## src/rtl/ram_scan_reader_pkg.sv

```systemverilog
// ram_scan_pkg: shared state type and default geometry for the RAM scan reader
package ram_scan_pkg;
  typedef enum logic {WAIT_READ, HOLD} scan_state_t;
  localparam int DEF_ADDR_WIDTH = 5;
  localparam int DEF_DATA_WIDTH = 4;
  localparam int DEF_READ_LATENCY = 2;
endpackage

```

## src/rtl/ram_scan_reader_step_timer.sv

```systemverilog
// step_timer: free-running step counter with a one-cycle terminal-count pulse
module step_timer #(
  parameter int TICKS_PER_STEP = 50_000_000
) (
  input  logic clk,
  input  logic reset,
  input  logic enable,
  output logic tick
);
  localparam int CW = $clog2(TICKS_PER_STEP);
  logic [CW-1:0] cnt;
  logic last;
  always_comb begin
    last = cnt == CW'(TICKS_PER_STEP - 1);
    tick = enable && last;
  end
  always_ff @(posedge clk) begin
    if (reset || !enable) cnt <= '0;
    else cnt <= last ? '0 : cnt + 1'b1;
  end
endmodule

```

## src/rtl/ram_scan_reader.sv

```systemverilog
// ram_scan_reader: walks the RAM read port and latches each word into display registers
module ram_scan_reader
  import ram_scan_pkg::*;
#(
  parameter int ADDR_WIDTH = DEF_ADDR_WIDTH,
  parameter int DATA_WIDTH = DEF_DATA_WIDTH,
  parameter int TICKS_PER_STEP = 50_000_000,
  parameter int READ_LATENCY = DEF_READ_LATENCY
) (
  input  logic                  clk,
  input  logic                  reset,
  input  logic                  enable,
  input  logic                  step,
  output logic [ADDR_WIDTH-1:0] rd_address,
  input  logic [DATA_WIDTH-1:0] rd_data,
  output logic [ADDR_WIDTH-1:0] disp_address,
  output logic [DATA_WIDTH-1:0] disp_data,
  output logic                  disp_valid
);
  localparam int LW = $clog2(READ_LATENCY + 2);
  scan_state_t state, state_nx;
  logic [LW-1:0] lat;
  logic armed, tick, capture, advance;
  step_timer #(.TICKS_PER_STEP(TICKS_PER_STEP)) u_timer (
    .clk(clk),
    .reset(reset),
    .enable(enable),
    .tick(tick)
  );
  always_comb begin
    capture = state == WAIT_READ && lat == LW'(READ_LATENCY);
    advance = state == HOLD && (enable ? tick : step);
    state_nx = capture ? HOLD : advance ? WAIT_READ : state;
  end
  // armed holds the counter still on the first edge out of reset, making it that edge's E0
  always_ff @(posedge clk) begin
    if (reset) begin
      state <= WAIT_READ;
      lat <= '0;
      armed <= 1'b0;
      rd_address <= '0;
      disp_address <= '0;
      disp_data <= '0;
      disp_valid <= 1'b0;
    end else begin
      state <= state_nx;
      armed <= 1'b1;
      if (advance) begin
        rd_address <= rd_address + 1'b1;
        lat <= '0;
      end else if (state == WAIT_READ && armed && !capture) begin
        lat <= lat + 1'b1;
      end
      if (capture) begin
        disp_address <= rd_address;
        disp_data <= rd_data;
        disp_valid <= 1'b1;
      end
    end
  end
endmodule

```

## config.mk

```make
export PLATFORM = sky130hd
export DESIGN_NAME = ram_scan_reader
export DESIGN_NICKNAME = d
export VERILOG_FILES = /design/src/rtl/ram_scan_reader_pkg.sv /design/src/rtl/ram_scan_reader_step_timer.sv /design/src/rtl/ram_scan_reader.sv
export SDC_FILE = /design/constraint.sdc
export NUM_CORES = 1
export LEC_CHECK = 0
export ABC_AREA = 1
export CAP_MARGIN = 0
export CELL_PAD_IN_SITES_DETAIL_PLACEMENT = 0
export CELL_PAD_IN_SITES_GLOBAL_PLACEMENT = 1
export CORE_MARGIN = 1
export CORE_UTILIZATION = 41
export CTS_BUF_LIST = sky130_fd_sc_hd__clkbuf_16
export DETAILED_ROUTE_END_ITERATION = 8
export PLACE_DENSITY_LB_ADDON = 0.1
export SLEW_MARGIN = 10
export SYNTH_ARGS = -nofsm -noshare
export SYNTH_HDL_FRONTEND = slang
export SYNTH_SLANG_ARGS = --single-unit
export TNS_END_PERCENT = 1
```

## constraint.sdc

```tcl
create_clock -name clk -period 1.7 [get_ports clk]
set_clock_uncertainty 0.15 [all_clocks]
set_input_delay 0.34 -clock clk [delete_from_list [all_inputs] [get_ports clk]]
set_output_delay 0.34 -clock clk [all_outputs]
set_load 0.01 [all_outputs]
```

==> PnR_summary.wiki, run 1 <==
{| class="wikitable"
! Metric !! Value
|-
| Placed Cells incl. Taps || 391
|-
| Share of post-route cells with drive strength above 1 || 17.07%
|-
| Number of warnings issued by yosys || 0
|-
| Logic depth of the worst register-to-register path || 10
|-
| Ratio of final minimum period to clock period || 97.15%
|-
| Fraction of the yosys area taken by sequential cells || 41.98%
|-
| Final Critical Period || 1652 ps
|-
| Number of I/O pins || 23
|-
| Area delta synth->final || 28.69%
|-
| Residual DRC count || 0
|-
| Placement Cell Area || 0.002567 sq mm
|-
| Measured slew at the worst slew-check pin || 357.6 ps
|-
| RSZ-0062 raised after global routing || true
|-
| Yosys reg bits || 45
|-
| Most common library cell in the layout ignoring fill and taps || sky130_fd_sc_hd__nor2_1
|-
| Result of the run || complete, no violations
|-
| Quantity of hold-fixing buffers added after cts || 0
|-
| Overflow left after global routing || 0
|-
| Mapped Nets || 299
|-
| Share of cell area taken by muxes after synthesis || 0%
|-
| Relative slew slack || 76.03%
|-
| Slowest library cell on the worst path || sky130_fd_sc_hd__clkdlybuf4s50_1
|-
| Worst setup path start || rd_address[4]
|-
| Number of unique standard cell types used by synthesis || 29
|-
| Routability-driven placement congestion ratio || 0.8304
|-
| Xor and xnor fraction of the mapped netlist area || 6.939%
|-
| Complex-gate fraction of the synthesized area || 6.939%
|-
| Type of the setup path with the least slack || reg2out
|-
| Capture point of the worst path || rd_address[4]
|-
| Final nets || 344
|-
| WP data arrival || 1160 ps
|-
| # Max-Cap Violations || 0
|-
| Critical path endpoint category || output port
|-
| Cells along the critical path || clkdlybuf4s50_1
|-
| Peak ir drop on the vdd network || 0.5740 mV
|-
| Register-to-register path setup slack || 100 ps
|-
| Startpoint type of the worst setup path || register
|-
| Worst EP required || 1210 ps
|-
| Largest incremental delay on the critical path || 550 ps
|-
| Register clock-pin slew on the reported worst setup and hold paths || 60 ps
|-
| Max Clock Freq || 0.6055 GHz
|-
| Average instance area after synthesis || 7.451 sq um
|-
| Count of mapped cells out of synthesis || 288
|-
| Final Non-Filler Cells || 401
|-
| Clock Latency Late Sink || 280 ps
|-
| Drt first pass iters || 4
|-
| Final count of negative-setup-slack endpoints || 0
|-
| Global-route wire length before repair || 8231 microns
|-
| Total number of H-tree levels || 2
|-
| Clock Tree Root || sky130_fd_sc_hd__clkbuf_16
|-
| Startpoint of the lowest-slack hold path || lat[1]
|-
| Leakage power total || 1.017 nW
|-
| Area of the mapped netlist || 0.002146 sq mm
|-
| Count of nets left with antenna violations after detail routing || 0
|-
| CTS Buffer Depth || 2
|-
| Post-Synth Simple-Gate Area || 36.03%
|-
| Core footprint || 0.004880 sq mm
|-
| Chip Height || 74.35 microns
|-
| Finished layout cell area || 0.002761 sq mm
|-
| Number of buffers added by the clock tree synthesis step || 5
|-
| Antenna cell count || 0
|-
| Port bufs || 22
|-
| Routed wire length || 4730 microns
|-
| Starting density of the core || 43.97%
|-
| Combined buffer and inverter count along the critical path || 1
|-
| Cell Rows || 25
|-
| Via density || 4.713
|-
| Maximum fanout encountered on the critical timing path || 2
|-
| Half-perimeter wire length after detailed placement || 3632 microns
|-
| Antenna violations before repair || 0
|-
| Commonest cells after routing, fill and taps aside || sky130_fd_sc_hd__nor2_1, sky130_fd_sc_hd__nand2_1, sky130_fd_sc_hd__dfxtp_1
|-
| Cell family contributing the most delay on the critical path || buffers and inverters
|-
| CTS tree || yes
|-
| Worst reg2reg path endpoint || state
|-
| Post-Synth Adder-Cell Area || 1.749%
|-
| Via count of the routed design || 1890
|-
| Die boundary width || 74.35 microns
|-
| Routed wire per std cell || 11.80 microns
|-
| Final Slew Violations || 0
|-
| Type of the worst min-delay path || reg2reg
|-
| Total routing resource utilization after global routing || 19.48%
|-
| Largest family of logic cells by synthesized area || simple AND/OR/NAND/NOR gates
|-
| Via count of the first global-routing pass || 1836
|-
| Pin count of the biggest net entering global routing || 17
|-
| Count of cell instances traversed by the critical path || 1
|-
| Total clock sinks || 45
|-
| Area enclosed by the die boundary || 0.005527 sq mm
|-
| R2R Path Start || u_timer.cnt[1]
|-
| Power density over the cells || 853.9 mW/mm^2
|-
| Number of endpoints with negative hold slack in the final report || 0
|-
| Iteration-0 DRC count of the detailed router || 71
|}
[cell type report]
cell class,count,area [sq um]
multi-input cells,211,1135
flip-flops and latches,45,900.9
fillers,488,2118
clock inverters,3,25.02
well taps,67,83.83
clock buffers,5,125.1
repair buffers,42,384.1
inverters,28,107.6
[metrics by stage]
step	util, %	total power [W]	setup WS, ps	setup TNS (ps)	hold slack (ps)
after floorplan	-	0.001275	174.0	0	259.1
after global placement	52.62	0.001407	91.07	0	310.4
after detailed placement	52.62	0.001408	75.92	0	314.1
after CTS	55.67	0.002390	11.53	0	332.0
after global routing	56.59	0.002472	-35.85	-119.1	356.1
final	56.59	0.002358	48.42	0	322.0
[power by group]
part	switching [W]	leakage, nW	internal [W]
logic	0.000120	0.582	0.000131
registers	0.0000249	0.364	0.00110
clock network	0.000423	0.0708	0.000555
[Yosys cell counts (all sizes together)]
master	instances	area (sq um)
a21oi	18	90.09
a31oi	1	6.260
buf	2	22.52
clkbuf	2	7.510
clkinv	1	5.000
dfxtp	45	900.9
ha	3	37.54
inv	27	101.4
nand2	61	259.0
nand3	16	97.60
nand3b	5	37.54
nand4	5	31.28
nor2	67	286.5
nor3	5	35.03
nor3b	2	20.02
o21ai	9	45.04
o31ai	1	7.510
or2	1	6.260
xnor2	6	52.55
xor2	11	96.34
[cell families (layout without fill, tap and decap cells)]
logic type	Yosys count	after routing
simple gates	162	162
flops	45	45
buf+inv	32	78
compound gates	29	29
xor+xnor	17	17
fa+ha+maj	3	3
[metal layers]
metal  vias up  GRT usage (%)  wire, microns
li1       1005              -              -
met1       854          23.87           2179
met2        27          34.75           2347
met3         4          4.472            150
met4         0          4.403             52
met5         -              0              0
[registers in the layout, indices dropped and copies added, names as in the netlist]
name and flops:
u_timer.cnt 26, disp_address 5, rd_address 5, disp_data 4, lat 2, armed 1
disp_valid 1, state 1
[repair_timing]
| action | 4_1_cts | 5_1_grt |
|---|---|---|
| cloned | 0 | 0 |
| gates resized for setup | 1 | 7 |
| pin swaps | 0 | 1 |
| buffers inserted | 0 | 2 |
| endpoints found under the setup margin | 1 | 17 |
[worst min-delay path by stage]
stage                       to  slack [ps]  depth (start not counted)
3_5_place_dp        disp_valid         310                          2
3_3_place_gp            lat[1]         310                          2
2_1_floorplan    rd_address[0]         260                          1
4_1_cts                 lat[1]         330                          2
6_report                lat[1]         320                          2
5_1_grt        u_timer.cnt[23]         360                          2
No activity file was read; power rests on OpenSTA's default activity.
==> inputs of run 2 (changes only) <==
- CORE_UTILIZATION: 41 -> 29
- HOLD_SLACK_MARGIN: not set -> 0.08
- SLEW_MARGIN: 10 -> 20
==> run 2 against run 1 <==
  * Die area up 40%
  * Sequential cell count stayed put
  * Worst setup slack lost 7.3 ps
  * Via count up 0.21%
  * Fmax shrank 0.44%
  * Global-route usage is 4.2 points lower
  * Count of clock-buffer cells in the layout unchanged
  * Cell count increased by 7.7%
  * Worst hold slack worse by 22 ps
  * Sequential power hardly changed
  * Critical path type unchanged
  * Critical endpoint is now rd_address[3]
==> PnR_summary.wiki, run 2 (synthesis results as in run 1) <==
{| class="wikitable"
! Metric !! Value
|-
| Half-perimeter wire length after detailed placement || 4076 microns (+12%)
|-
| Drt first pass iters || 4 (unchanged)
|-
| Antenna violations before repair || 0 (unchanged)
|-
| Maximum fanout encountered on the critical timing path || 2 (unchanged)
|-
| Commonest cells after routing, fill and taps aside || sky130_fd_sc_hd__nor2_1, sky130_fd_sc_hd__nand2_1, sky130_fd_sc_hd__dfxtp_1
|-
| Registers with the highest flip-flop counts || u_timer.cnt (26), disp_address (5), rd_address (5)
|-
| Result of the run || complete, no violations
|-
| Total power of the final layout || 0.002310 W (-2.0%)
|-
| Max Clock Freq || 0.6028 GHz (-0.44%)
|-
| Starting density of the core || 30.73% (-13 points)
|-
| Number of I/O pins || 23 (unchanged)
|-
| Leakage power total || 1.027 nW (+0.95%)
|-
| Worst slack, placed || 57.81 ps (-18.11 ps)
|-
| Routed wire length || 5254 microns (+11%)
|-
| Area delta synth->final || 30.44%
|-
| Overflow left after global routing || 0 (unchanged)
|-
| Antenna cell count || 0 (unchanged)
|-
| Peak ir drop on the vdd network || 0.4617 mV (-20%)
|-
| Worst EP required || 1210 ps (about the same)
|-
| Via density || 4.384 (-7.0%)
|-
| Setup ws final || 41.16 ps (-7.261 ps)
|-
| Total clock sinks || 45 (unchanged)
|-
| Final Critical Period || 1659 ps (+7.261 ps)
|-
| Clock Latency Late Sink || 280 ps (about the same)
|-
| Relative slew slack || 78.89% (+2.9 points)
|-
| Combined buffer and inverter count along the critical path || 1 (unchanged)
|-
| Count of nets left with antenna violations after detail routing || 0 (unchanged)
|-
| Startpoint type of the worst setup path || register
|-
| Critical path endpoint category || output port
|-
| Clock Tree Root || sky130_fd_sc_hd__clkbuf_16
|-
| Type of the worst min-delay path || reg2reg
|-
| Routability-driven placement congestion ratio || 0.8349 (+0.54%)
|-
| Total number of H-tree levels || 2 (unchanged)
|-
| Largest incremental delay on the critical path || 540 ps (about the same)
|-
| Final Slew Violations || 0 (unchanged)
|-
| Cell family contributing the most delay on the critical path || buffers and inverters
|-
| Via count of the routed design || 1894 (+0.21%)
|-
| CTS tree || yes
|-
| Max reg flops || 26 (unchanged)
|-
| Layout Utilization || 40.09% (-17 points)
|-
| WP data arrival || 1170 ps (about the same)
|-
| Power density over the cells || 825.4 mW/mm^2 (-3.3%)
|-
| Number of endpoints with negative hold slack in the final report || 0 (unchanged)
|-
| Quantity of hold-fixing buffers added after cts || 0 (unchanged)
|-
| Share of post-route cells with drive strength above 1 || 16.96% (-0.10 points)
|-
| Most common library cell in the layout ignoring fill and taps || sky130_fd_sc_hd__nor2_1
|-
| Port bufs || 22 (unchanged)
|-
| Measured slew at the worst slew-check pin || 315.0 ps (-42.61 ps)
|-
| Count of filler cells inserted in the layout || 769 (+58%)
|-
| Via count of the first global-routing pass || 1785 (-2.8%)
|-
| # Max-Cap Violations || 0 (unchanged)
|-
| Residual DRC count || 0 (unchanged)
|-
| Final nets || 346 (+0.58%)
|-
| Cells along the critical path || clkdlybuf4s50_1
|-
| Chip Height || 88.02 microns (+18%)
|-
| Routed wire per std cell || 12.16 microns (+3.1%)
|-
| Worst hold margin || 299.5 ps (-22.49 ps)
|-
| Register clock-pin slew on the reported worst setup and hold paths || 60 ps (about the same)
|-
| Slowest library cell on the worst path || sky130_fd_sc_hd__clkdlybuf4s50_1
|-
| Register with the most flip-flops || u_timer.cnt
|-
| Global-route wire length before repair || 8907 microns (+8.2%)
|-
| Number of buffers added by the clock tree synthesis step || 5 (unchanged)
|-
| Iteration-0 DRC count of the detailed router || 59 (-17%)
|-
| Area enclosed by the die boundary || 0.007748 sq mm (+40%)
|-
| Pin count of the biggest net entering global routing || 14 (-3)
|-
| Total routing resource utilization after global routing || 15.24% (-4.2 points)
|-
| Ratio of final minimum period to clock period || 97.58% (+0.43 points)
|-
| Final count of negative-setup-slack endpoints || 0 (unchanged)
|-
| Cell Rows || 30 (+20%)
|-
| CTS Buffer Depth || 2 (unchanged)
|-
| Type of the setup path with the least slack || reg2out
|-
| Core footprint || 0.006982 sq mm (+43%)
|-
| Die boundary width || 88.02 microns (+18%)
|}
-- run 2: power by group --
group	total [W]	switching, W	internal, W
Combinational	0.000263	0.000128	0.000135
Sequential	0.00113	0.0000240	0.00110
Clock	0.000919	0.000387	0.000532
-- run 2: final cells by class --
cell class | count | area [sq um] | share of cell area (%)
Clock inverter | 3 | 12.51 | 0.4470
Inverter | 28 | 106.4 | 3.800
Sequential cell | 45 | 900.9 | 32.19
Clock buffer | 5 | 125.1 | 4.470
Multi-Input combinational cell | 211 | 1124 | 40.14
Tap cell | 96 | 120.1 | 4.291
Timing Repair Buffer | 44 | 410.4 | 14.66
-- run 2: repair_timing --
action | CTS | global route
buffers inserted | 0 | 0
setup endpoints to repair | 2 | 13
pin swaps | 0 | 1
resized for setup | 2 | 5
cloned | 0 | 0
-- run 2: final timing paths --
check	startpoint	to	slack [ps]	cells after the start
max	rd_address[3]	rd_address[3]	40	1
min	u_timer.cnt[0]	u_timer.cnt[0]	300	1
max reg2reg	u_timer.cnt[0]	u_timer.cnt[12]	120	8
min reg2reg	u_timer.cnt[0]	u_timer.cnt[0]	300	1
-- run 2: metal layers --
layer | global-route usage [%] | part of all wire [%]
met1 | 22.00 | 53
met2 | 21.63 | 41
met3 | 3.299 | 3.7
met4 | 6.598 | 2.0
met5 | 0 | 0
-- run 2: metrics by stage --
stage,cell area [sq um],setup TNS (ps),cells
after floorplan,2146,0,288
after global placement,2646,0,424
after detailed placement,2646,0,424
after CTS,2781,0,432
after global routing,2799,-0.4287,432
final,2799,0,432
==> RTL change 1: new RTL, settings of run 1 <==
Change the package constant `DEF_DATA_WIDTH` from 4 to 3.
--- a/src/rtl/ram_scan_reader_pkg.sv
+++ b/src/rtl/ram_scan_reader_pkg.sv
@@ -3,5 +3,5 @@
   typedef enum logic {WAIT_READ, HOLD} scan_state_t;
   localparam int DEF_ADDR_WIDTH = 5;
-  localparam int DEF_DATA_WIDTH = 4;
+  localparam int DEF_DATA_WIDTH = 3;
   localparam int DEF_READ_LATENCY = 2;
 endpackage
Ports: changed (resized disp_data and rd_data); port bits go from 23 to 21. No check against the original RTL was run, so the function may have changed too.
==> RTL change 1 against run 1 <==
Synthesized area shrank 1.6%; non-clock buffer count shrank 7; routed wire length grew 3.3%; final cell count shrank 0.75%; sequential cell count shrank 1; via count shrank 0.69%; power grew 4.0%; first-iteration DRC count grew 18%; design area shrank 0.63%; register-to-register slack is essentially flat; worst setup slack gained 0.0015 ns.
==> RTL change 1: results (changes against run 1) <==
\begin{tabular}{lr}
\hline
Metric & Value \\
\hline
\multicolumn{2}{l}{\textbf{Power and ir drop}} \\
\quad Leakage power & 0.9908 nW (-2.6\%) \\
\quad Worst IR Drop VDD & 0.6862 mV (+20\%) \\
\quad Switching power as a share of total power & 22.54\% (-1.5 points) \\
\multicolumn{2}{l}{\textbf{Final layout}} \\
\quad Count of filler cells inserted in the layout & 454 (-7.0\%) \\
\quad Net total in the final layout & 340 (-1.2\%) \\
\quad Fraction of final layout cells with drive strength greater than 1 & 17.82\% (+0.76 points) \\
\quad Largest registers ranked by flip-flop count & u\_timer.cnt x26, disp\_address x5, rd\_address x5 \\
\multicolumn{2}{l}{\textbf{Yosys}} \\
\quad Main flop type after synthesis & sky130\_fd\_sc\_hd\_\_dfxtp\_1 \\
\quad Most frequent cells after synthesis & sky130\_fd\_sc\_hd\_\_nand2\_1, sky130\_fd\_sc\_hd\_\_nor2\_1, sky130\_fd\_sc\_hd\_\_dfxtp\_1, sky130\_fd\_sc\_hd\_\_inv\_1, sky130\_fd\_sc\_hd\_\_a21oi\_1 \\
\quad Asr flop ratio synth & 0\% (unchanged) \\
\quad Sequential fraction of the synthesis area & 41.71\% (-0.28 points) \\
\quad Syn Nets & 302 (+1.0\%) \\
\quad Unique masters post-synth & 24 (-17\%) \\
\quad Synth area leaders & sky130\_fd\_sc\_hd\_\_dfxtp\_1, sky130\_fd\_sc\_hd\_\_nand2\_1, sky130\_fd\_sc\_hd\_\_nor2\_1 \\
\multicolumn{2}{l}{\textbf{Global route}} \\
\quad Global-route total usage across every layer & 19.77\% (+0.29 points) \\
\quad Number of antenna violations at the first check in global routing & 0 (unchanged) \\
\quad Pin count of the biggest net entering global routing & 27 (+10) \\
\quad Number of global-route vias before repair & 1732 (-5.7\%) \\
\quad First-pass GRT wire length & 8038 um (-2.3\%) \\
\multicolumn{2}{l}{\textbf{Drt}} \\
\quad Post-detailed-route wirelength per cell & 12.28 um (+4.1\%) \\
\quad Initial drt markers & 84 (+18\%) \\
\quad Via count & 1877 (-0.69\%) \\
\multicolumn{2}{l}{\textbf{Worst setup path}} \\
\quad Data arrival time of the critical path & 1.16 ns (about the same) \\
\quad Slowest stage cell, crit path & sky130\_fd\_sc\_hd\_\_clkdlybuf4s50\_1 \\
\multicolumn{2}{l}{\textbf{Clocking}} \\
\quad Number of buffers created by CTS & 5 (unchanged) \\
\quad Clock insertion delay at the later pin of the skew report & 0.29 ns \\
\quad H-tree lvl count & 2 (unchanged) \\
\multicolumn{2}{l}{\textbf{Status}} \\
\quad Outcome & finished, final reports clean \\
\multicolumn{2}{l}{\textbf{Timing}} \\
\quad Normalized max-slew margin & 77.84\% (+1.8 points) \\
\multicolumn{2}{l}{\textbf{Placed design}} \\
\quad Detailed-placement wirelength estimate & 3572 um (-1.7\%) \\
\quad Count of buffers inserted at the top-level ports & 20 (-9.1\%) \\
\quad Final estimated routing congestion in global placement & 0.7946 (-4.3\%) \\
\hline
\end{tabular}
==> RTL change 1: cell count changes after synthesis, sizes merged, moves of 2 or more <==
cell,change
xnor2,-3
o21ai,+2
a21oi,+3
nor3,+4
nand2,+6
inv,+3
nand3b,-2
nor2,-7
==> RTL change 1: through the flow <==
stage          hold slack [ns]  setup slack [ns]  area [um^2]  std cells
3_3_place_gp            0.3053           0.06674         2491        389
3_5_place_dp            0.3129           0.04773         2491        389
5_1_grt                 0.3497          -0.05433         2744        398
6_report                0.3145           0.04992         2744        398
2_1_floorplan           0.2591            0.1334         2112        292
4_1_cts                 0.3222           0.02906         2663        397
==> RTL change 1: cell type report <==
cell class                      count  area share (%)
Clock buffer                        5           4.560
Clock inverter                      3           1.733
Sequential cell                    44           32.24
Multi-Input combinational cell    214           41.77
Tap cell                           67           3.055
Timing Repair Buffer               35           12.54
Inverter                           30           4.104
==> RTL change 1: logic make-up (layout without fill, tap and decap cells) <==
logic type,after synthesis,count (layout),share of synthesized area (%)
AOI/OAI and AO/OA,32,32,7.583
DFF,44,44,41.71
and+or+nand+nor,164,164,36.32
xor gates and xnor gates,15,15,6.221
adders and majority gates,3,3,1.777
buffers and inverters,34,73,6.398
==> RTL change 1: worst paths after layout <==
check             depth (start not counted)               to  slack, ns      startpoint
setup / recovery                          1    rd_address[4]       0.05   rd_address[4]
hold / removal                            2           lat[1]       0.31          lat[1]
setup reg to reg                          6  u_timer.cnt[20]       0.10  u_timer.cnt[6]
hold reg to reg                           2           lat[1]       0.31          lat[1]
==> RTL change 1: power groups by stage <==
stage	clock, W	sequential, W	combinational, W
5_1_grt	0.00116	0.00111	0.000275
2_1_floorplan	0	0.00114	0.0000991
3_5_place_dp	0	0.00112	0.000233
3_3_place_gp	0	0.00112	0.000234
4_1_cts	0.00112	0.00110	0.000235
6_report	0.00111	0.00110	0.000242
==> RTL change 1: routing by layer <==
| layer | global-route usage, % | routed length (um) | vias up | part of all wire (%) |
|---|---|---|---|---|
| met5 | 0 | 0 | - | 0 |
| met4 | 5.769 | 66 | 0 | 1.4 |
| met3 | 5.075 | 217 | 7 | 4.4 |
| met2 | 27.93 | 2044 | 30 | 42 |
| met1 | 29.25 | 2557 | 832 | 52 |
| li1 | - | - | 1008 | - |
==> RTL change 1: timing repair <==
action / 4_1_cts / 5_1_grt
setup endpoints to repair: 1 / 35
pin swaps: 0 / 1
cloned: 0 / 1
resized for setup: 1 / 16
setup buffers: 0 / 0
hold buffers: 0 / 0
==> RTL change 2: new RTL, settings of run 1 <==
Without the edit above. Register the input `rd_data` before use, with the module's reset. The logic sees it one clock later. The other inputs are not delayed to match.
--- a/src/rtl/ram_scan_reader.sv
+++ b/src/rtl/ram_scan_reader.sv
@@ -19,4 +19,15 @@
 );
   localparam int LW = $clog2(READ_LATENCY + 2);
+
+  logic [DATA_WIDTH-1:0] rd_data_q;
+
+  always_ff @(posedge clk) begin
+    if (reset) begin
+      rd_data_q <= '0;
+    end else begin
+      rd_data_q <= rd_data;
+    end
+  end
+
   scan_state_t state, state_nx;
   logic [LW-1:0] lat;
@@ -54,5 +65,5 @@
       if (capture) begin
         disp_address <= rd_address;
-        disp_data <= rd_data;
+        disp_data <= rd_data_q;
         disp_valid <= 1'b1;
       end
Check against the original RTL: not equivalent (Yosys sat finds a counterexample within 10 cycles, from zero or initial values and one cycle with reset high).
==> RTL change 2 against run 1 <==
First-iteration DRC count down 5.6%; sequential cell count rose by 4; worst setup slack lost 0.0039 ns; routed wire length grew 11%; design area increased by 8.1%; synthesized area increased by 7.1%; power increased by 11%; via count is 8.4% higher.
==> RTL change 2: results (changes against run 1) <==
\begin{tabular}{lr}
\hline
Metric & Value \\
\hline
\multicolumn{2}{l}{\textbf{Yosys}} \\
\quad Post-synthesis sequential element count & 49 (+8.9\%) \\
\quad Most frequent cells after synthesis & sky130\_fd\_sc\_hd\_\_nor2\_1, sky130\_fd\_sc\_hd\_\_nand2\_1, sky130\_fd\_sc\_hd\_\_dfxtp\_1, sky130\_fd\_sc\_hd\_\_inv\_1, sky130\_fd\_sc\_hd\_\_a21oi\_1 \\
\quad Syn Nets & 328 (+9.7\%) \\
\quad Unique masters post-synth & 30 (+3.4\%) \\
\quad Arithmetic-cell share of the synthesized area counting full adders, half adders and majority gates & 1.634\% (-0.12 points) \\
\quad Sequential fraction of the synthesis area & 42.70\% (+0.72 points) \\
\quad XOR/XNOR share of the synthesized area & 4.956\% (-2.0 points) \\
\multicolumn{2}{l}{\textbf{Final layout}} \\
\quad Non-clock buffer count & 45 (+7.1\%) \\
\quad Sequential cell area & 987.2 um\^{}2 (+9.6\%) \\
\quad Comb\_multi\_in & 229 (+8.5\%) \\
\quad Flip-flop and latch share of the layout cell area & 33.07\% (+0.44 points) \\
\quad Fraction of final layout cells with drive strength greater than 1 & 18.08\% (+1.0 points) \\
\quad Non-clock buffer contribution to total cell area & 14.25\% (+0.34 points) \\
\quad Net total in the final layout & 375 (+9.0\%) \\
\quad Area of the multi-input gates & 0.001191 mm\^{}2 (+5.0\%) \\
\multicolumn{2}{l}{\textbf{Placed design}} \\
\quad Detailed-placement wirelength estimate & 3959 um (+9.0\%) \\
\quad Post-Place Cell Area & 0.002745 mm\^{}2 (+6.9\%) \\
\quad Worst slack, placed & 0.03978 ns (-0.03613 ns) \\
\multicolumn{2}{l}{\textbf{Die}} \\
\quad Number of tapcells & 70 (+4.5\%) \\
\multicolumn{2}{l}{\textbf{Worst setup path}} \\
\quad Worst R2R End & u\_timer.cnt[18] \\
\quad Worst reg-to-reg path cell count & 8 (-2) \\
\quad Setup slack on the worst flop-to-flop path & 0.12 ns (+0.02 ns) \\
\multicolumn{2}{l}{\textbf{Power and ir drop}} \\
\quad Power density cells & 875.9 mW/mm\^{}2 (+2.6\%) \\
\quad Leakage power & 1.159 nW (+14\%) \\
\multicolumn{2}{l}{\textbf{Status}} \\
\quad Outcome & finished, final reports clean \\
\multicolumn{2}{l}{\textbf{Drt}} \\
\quad Total routed wire length on the met1 layer & 2860 um (+31\%) \\
\quad Met2 wire length & 2197 um (-6.4\%) \\
\quad Total wirelength of the detailed-routed design & 5272 um (+11\%) \\
\multicolumn{2}{l}{\textbf{Timing}} \\
\quad Final worst hold slack & 0.3127 ns (-0.009289 ns) \\
\multicolumn{2}{l}{\textbf{Global route}} \\
\quad First-pass GRT wire length & 8894 um (+8.1\%) \\
\quad Global routing met1 resource utilization & 28.23\% (+4.4 points) \\
\quad Met2 demand-to-capacity share in global routing & 27.86\% (-6.9 points) \\
\quad Pin count of the biggest net entering global routing & 16 (-1) \\
\quad GR Layer Usage met3 & 3.571\% (-0.90 points) \\
\multicolumn{2}{l}{\textbf{Min path}} \\
\quad HP Start & rd\_data\_q[2] \\
\hline
\end{tabular}
[RTL change 2: metrics by stage]
stage | TNS [ns] | std cells
CTS | 0 | 431
finish | 0 | 435
detailed placement | 0 | 423
floorplan | 0 | 317
global placement | 0 | 423
global route | -0.004265 | 435
[RTL change 2: power groups by stage]
stage / Combinational (W) / Sequential, W / Clock [W]
final: 0.000269 / 0.00123 / 0.00112
after global routing: 0.000302 / 0.00124 / 0.00118
after CTS: 0.000273 / 0.00123 / 0.00113
after detailed placement: 0.000271 / 0.00125 / 0
after global placement: 0.000268 / 0.00125 / 0
after floorplan: 0.000116 / 0.00127 / 0
[RTL change 2: how the worst max path moves through the flow]
stage	slack, ns	from	to
2_1_floorplan	0.13	u_timer.cnt[0]	state
3_3_place_gp	0.06	enable	rd_address[1]
3_5_place_dp	0.04	enable	rd_address[1]
4_1_cts	0.01	rd_address[4]	rd_address[4]
5_1_grt	-0.004	u_timer.cnt[6]	u_timer.cnt[9]
6_report	0.04	rd_address[1]	rd_address[1]
